<file path="config.mk">
export PLATFORM = sky130hd
export DESIGN_NAME = task3_msg_check
export DESIGN_NICKNAME = d
export VERILOG_FILES = /design/src/rtl/task3_msg_check.sv
export SDC_FILE = /design/constraint.sdc
export NUM_CORES = 1
export LEC_CHECK = 0
export ABC_AREA = 1
export ABC_CLOCK_PERIOD_IN_PS = 1400
export CORE_ASPECT_RATIO = 1.75
export CORE_MARGIN = 1.5
export CORE_UTILIZATION = 40
export CTS_CLUSTER_DIAMETER = 50
export DETAILED_ROUTE_END_ITERATION = 7
export GPL_TIMING_DRIVEN = 0
export PLACE_DENSITY = 0.73
export SYNTH_ARGS = -nofsm -noshare
export SYNTH_HDL_FRONTEND = slang
export SYNTH_SLANG_ARGS = --single-unit
</file>
<file path="constraint.sdc">
create_clock -name clk -period 1.4 [get_ports clk]
set_clock_uncertainty 0.1 [all_clocks]
set_input_delay 0.28 -clock clk [delete_from_list [all_inputs] [get_ports clk]]
set_output_delay 0.28 -clock clk [all_outputs]
set_load 0.1 [all_outputs]
</file>
<file path="src/rtl/task3_msg_check.sv">
// -----------------------------------------------------------------------------
// task3_msg_check
//
// Reads the decrypted message out of the RAM written by the decrypt block.
// Each byte is checked against the legal set: lower-case 'a'..'z' and space.
// The scan stops at the first illegal byte. The block reports whether the
// whole message was legal and, if it was not, the address of the first bad
// byte.
//
// Parameters
//   MSG_LEN    number of bytes to read and check (1..256)
//   READ_WAIT  wait cycles between driving d_ram_addr and sampling d_ram_q
//              (1..7)
//
// Ports
//   clk         in   single clock; all state changes on the rising edge
//   rst         in   asynchronous reset, active low
//   start       in   level request; a new check needs start to fall and
//                    then rise again
//   d_ram_q     in   [7:0] read data from the decrypted-message RAM
//   d_ram_addr  out  [7:0] read address into the RAM (the block never writes)
//   done        out  check finished; valid and bad_addr are stable
//   valid       out  every byte was legal; meaningful only while done=1
//   bad_addr    out  [7:0] address of the first illegal byte; 0 when valid=1
//   state       out  [15:0] one-hot state on [4:0]; upper bits are zero
// -----------------------------------------------------------------------------
module task3_msg_check #(
   parameter int MSG_LEN   = 32,
   parameter int READ_WAIT = 1
) (
   input  logic        clk,
   input  logic        rst,
   input  logic        start,
   input  logic [7:0]  d_ram_q,
   output logic [7:0]  d_ram_addr,
   output logic        done,
   output logic        valid,
   output logic [7:0]  bad_addr,
   output logic [15:0] state
);

   typedef enum logic [4:0] {
      S_IDLE  = 5'b00001,
      S_ADDR  = 5'b00010,
      S_WAIT  = 5'b00100,
      S_CHECK = 5'b01000,
      S_DONE  = 5'b10000
   } state_e;

   localparam logic [2:0] WAIT_LOAD = 3'(READ_WAIT - 1);
   // The index is one bit wider than the address so MSG_LEN=256 can end
   // without the index wrapping back to 0.
   localparam logic [8:0] LAST_IDX  = 9'(MSG_LEN - 1);

   state_e      state_q, state_d;
   logic [8:0]  index_q, index_d;
   logic [2:0]  cnt_q,   cnt_d;
   logic        valid_q, valid_d;
   logic [7:0]  bad_q,   bad_d;
   logic        legal;

   assign legal = ((d_ram_q >= 8'd97) && (d_ram_q <= 8'd122)) || (d_ram_q == 8'd32);

   // NOTE: state registers use non-blocking assignments so every flop
   // samples pre-edge values; the async reset clears them without a clock.
   always_ff @(posedge clk or negedge rst) begin
      if (!rst) begin
         state_q <= S_IDLE;
         index_q <= '0;
         cnt_q   <= '0;
         valid_q <= 1'b0;
         bad_q   <= '0;
      end else begin
         state_q <= state_d;
         index_q <= index_d;
         cnt_q   <= cnt_d;
         valid_q <= valid_d;
         bad_q   <= bad_d;
      end
   end

   // NOTE: every next-state value is given a default first so no path
   // through the case statement leaves one unassigned (no latches).
   always_comb begin
      state_d = state_q;
      index_d = index_q;
      cnt_d   = cnt_q;
      valid_d = valid_q;
      bad_d   = bad_q;
      unique case (state_q)
         S_IDLE: begin
            index_d = '0;
            if (start) state_d = S_ADDR;
         end
         S_ADDR: begin
            cnt_d   = WAIT_LOAD;
            state_d = S_WAIT;
         end
         S_WAIT: begin
            if (cnt_q == 3'd0) state_d = S_CHECK;
            else               cnt_d   = cnt_q - 3'd1;
         end
         S_CHECK: begin
            if (!legal) begin
               valid_d = 1'b0;
               bad_d   = index_q[7:0];
               state_d = S_DONE;
            end else if (index_q == LAST_IDX) begin
               valid_d = 1'b1;
               bad_d   = '0;
               state_d = S_DONE;
            end else begin
               index_d = index_q + 9'd1;
               state_d = S_ADDR;
            end
         end
         S_DONE: begin
            // Staying here while start is high forces a fall-then-rise
            // before the next check can begin.
            if (!start) state_d = S_IDLE;
         end
         default: state_d = S_IDLE;
      endcase
   end

   // The address is the index itself. It only changes on CHECK -> ADDR,
   // so it holds steady through ADDR and WAIT.
   assign d_ram_addr = index_q[7:0];
   assign done       = (state_q == S_DONE);
   assign valid      = valid_q;
   assign bad_addr   = bad_q;
   assign state      = {11'd0, state_q};

endmodule

</file>
==> results.sh <==
export IMPL_route_vias_total=1665
export IMPL_grt_pass1_vias=1620
export IMPL_cp_max_fo=2
export IMPL_drtIter0Drc=32
export IMPL_final_cell_mix="40 x buf_4, 35 x nand2_1, 25 x buf_6"
export IMPL_layoutNonFillerInstCount=336
export IMPL_crit_required_ps=1020
export IMPL_worst_slew_pin_transition_ps=641
export IMPL_die_h_um=86.2
export IMPL_grt_max_degree=27
export IMPL_final_nets=303
export IMPL_cp_buffers_inverters=2
export IMPL_rsz0062_at_grt="yes"
export IMPL_max_slew_margin_pct=57.3
export IMPL_core_area_um2=3830
export IMPL_violations="negative setup slack"
export IMPL_ys_ff_latch=26
export IMPL_dp_slack_ps=-978
export IMPL_dp_cells=295
export IMPL_crit_type="flip-flop to output pin"
export IMPL_cts_inserted_buffers=3
export IMPL_post_drt_wl_per_cell_um=14.1
export IMPL_synth_area_leaders="dfrtp_1 39%, nand2_1 13%, buf_4 9.5%, nand3_1 7.0%, inv_1 4.3%"
export IMPL_timing_final_crit_share_pct=124
export IMPL_via_per_inst=4.96
export IMPL_die_area_um2=4360
export IMPL_synth_seq_area_share_pct=41.2
export IMPL_critPathMaxStageDelay_ps=500
export IMPL_clk_latency_ps=270
export IMPL_maxCapViolCount=0
export IMPL_final_common_cell="buf_4"
export IMPL_setup_viol=34
export IMPL_start_util_pct=41.4
export IMPL_worstPathArrival_ps=1350
export IMPL_worst_path_max_delay_cell="dfrtp_4"
export IMPL_antenna_left=0
export IMPL_hp_class="flip-flop to flip-flop"
export IMPL_yosys_warnings=0
export IMPL_cts_tree="done"
export IMPL_startpoint_type="flip-flop"
export IMPL_grt_pass1_wl_um=7100
export IMPL_htreeDepth=1
export IMPL_status="finished with violations"
export IMPL_synth_cell_area_um2=1580
export IMPL_gp_congestion=0.773
export IMPL_cts_root_buffer="clkbuf_8"
export IMPL_firstDrtPassIters=4
export IMPL_p_leak_nw=1.37
export IMPL_track_usage_pct=21.1
export IMPL_gr_total_overflow=0
export IMPL_slew_viol_final=0
export IMPL_drt_wl_total_um=4730
export IMPL_numPortBuffers=33
export IMPL_cts_path_max_buffers=2
export IMPL_n_fill_cell=256
export IMPL_diodes=0
export IMPL_netlist_area_leader_share_pct=39.5
export IMPL_fin_crit_ps=1730
export IMPL_ir_worst_vdd_uv=1150
export IMPL_timing_hold_violations_final=0
export IMPL_antenna_found_initial=0
export IMPL_die_width_um=50.6
export IMPL_synth_distinct_cells=29
export IMPL_drive_above_1_share_pct=54.2
export IMPL_synthToLayoutAreaGrowth_pct=80.0
export IMPL_num_rows=30
export IMPL_io_pins=45
export IMPL_cts_sinks=26
export IMPL_fmax_mhz=577
export IMPL_hpwl_um=2430
export IMPL_yosysTopAreaCell="dfrtp_1"
export IMPL_timing_final_ws_setup_ps=-333
export IMPL_drcViolationCount=0
export IMPL_synthCells=204
export IMPL_cp_cell_sequence="inv_4 -> nand2_4 -> nor3_4 -> buf_12"
export IMPL_power_density_nw_per_um2=1280
export IMPL_cp_end_kind="output pin"
export IMPL_avgSynthCellArea_um2=7.76
export IMPL_cp_top_family="flip-flops"
export IMPL_path_clk_slew_ps=90
==> where the power goes <==
part / switching (mW) / internal [mW]
combinational: 1.39 / 0.847
sequential: 0.0878 / 0.883
clock: 0.234 / 0.204
==> cell type report <==
class | count | area, µm² | share of cell area [%]
timing repair buffer | 69 | 777 | 27.2
buffer | 23 | 211 | 7.42
multi-input combinational | 147 | 1000 | 35.1
sequential | 26 | 676 | 23.7
tap | 48 | 60.1 | 2.11
clock buffer | 4 | 45.0 | 1.58
inverter | 19 | 82.6 | 2.90
==> tightest hold or removal path, cell delays in order (launching register included) <==
cell and delay (ps):
dfrtp_1 370, nand2_2 50, nand2_1 40
==> flip-flops by register name, indices dropped and copies added, names as in the netlist <==
name      cells
bad_addr      8
valid         1
cnt_q         3
state_q       5
index_q       9
==> per-layer routing <==
layer | track usage (%) | routed length [µm] | up-vias | share of wire (%)
met5 | 0 | 0 | - | 0
met4 | 13.5 | 276 | 0 | 5.8
met3 | 2.07 | 175 | 27 | 3.7
met2 | 39.6 | 2630 | 69 | 56
met1 | 21.5 | 1650 | 789 | 35
li1 | - | - | 780 | -
==> stage by stage <==
step / hold WS, ps / total power, mW / util, % / setup TNS (ps) / instance area, µm²
after floorplan: -116 / 2.03 / - / -8050 / 1670
after CTS: 270 / 3.29 / 69.1 / -6310 / 2650
after global routing: 413 / 3.79 / 74.5 / -9140 / 2850
after global placement: 360 / 2.28 / 53.9 / -32350 / 2060
final: 391 / 3.64 / 74.5 / -7610 / 2850
after detailed placement: 362 / 2.31 / 53.9 / -32720 / 2060
==> Yosys cell counts <==
| master | count |
|---|---|
| o21a_1 | 1 |
| nor2_4 | 1 |
| a21o_1 | 1 |
| or2_2 | 1 |
| inv_1 | 18 |
| nor3_1 | 3 |
| nor2_2 | 1 |
| dfrtp_1 | 25 |
| xnor2_1 | 1 |
| nand2_4 | 3 |
| nor2_1 | 17 |
| o22ai_1 | 1 |
| a21oi_1 | 2 |
| o21ai_0 | 3 |
| clkinv_1 | 1 |
| buf_6 | 1 |
| ha_1 | 3 |
| dfstp_2 | 1 |
| nand2_2 | 8 |
| buf_2 | 2 |
| nand2_1 | 56 |
| nand3b_1 | 1 |
| conb_1 | 1 |
| xor2_1 | 3 |
| nand3_2 | 2 |
| nand3_1 | 22 |
| buf_4 | 20 |
| nand4_1 | 4 |
| nor3b_1 | 1 |
==> cell families (layout without fill, tap and decap cells) <==
| group | after synthesis | count (layout) | synth area share [%] |
|---|---|---|---|
| fa+ha+maj | 3 | 3 | 2.37 |
| compound gates | 8 | 8 | 2.92 |
| other cells | 1 | 11 | 0.237 |
| xor+xnor | 4 | 4 | 2.21 |
| flops | 26 | 26 | 41.2 |
| simple gates | 120 | 121 | 35.8 |
| buf+inv | 42 | 115 | 15.3 |
==> what timing repair did <==
item	4_1_cts	5_1_grt
endpoints found under the hold margin	0	25
resized for setup	234	44
gates cloned	2	0
hold buffers	0	1
setup endpoints to repair	73	47
pin swaps	21	11
buffers inserted	29	8
==> path summary, 6_finish.rpt <==
kind                        startpoint           to  slack [ps]  cells after the start
setup reg to reg            state_q[0]  bad_addr[4]        -330                      8
min in group asynchronous          rst  bad_addr[2]         460                      2
setup / recovery            state_q[2]         done        -330                      4
max in group asynchronous          rst   state_q[4]         270                      2
hold / removal             bad_addr[7]  bad_addr[7]         390                      2
hold reg to reg            bad_addr[7]  bad_addr[7]         390                      2
Note: power is estimated with default switching activity, not from simulation.
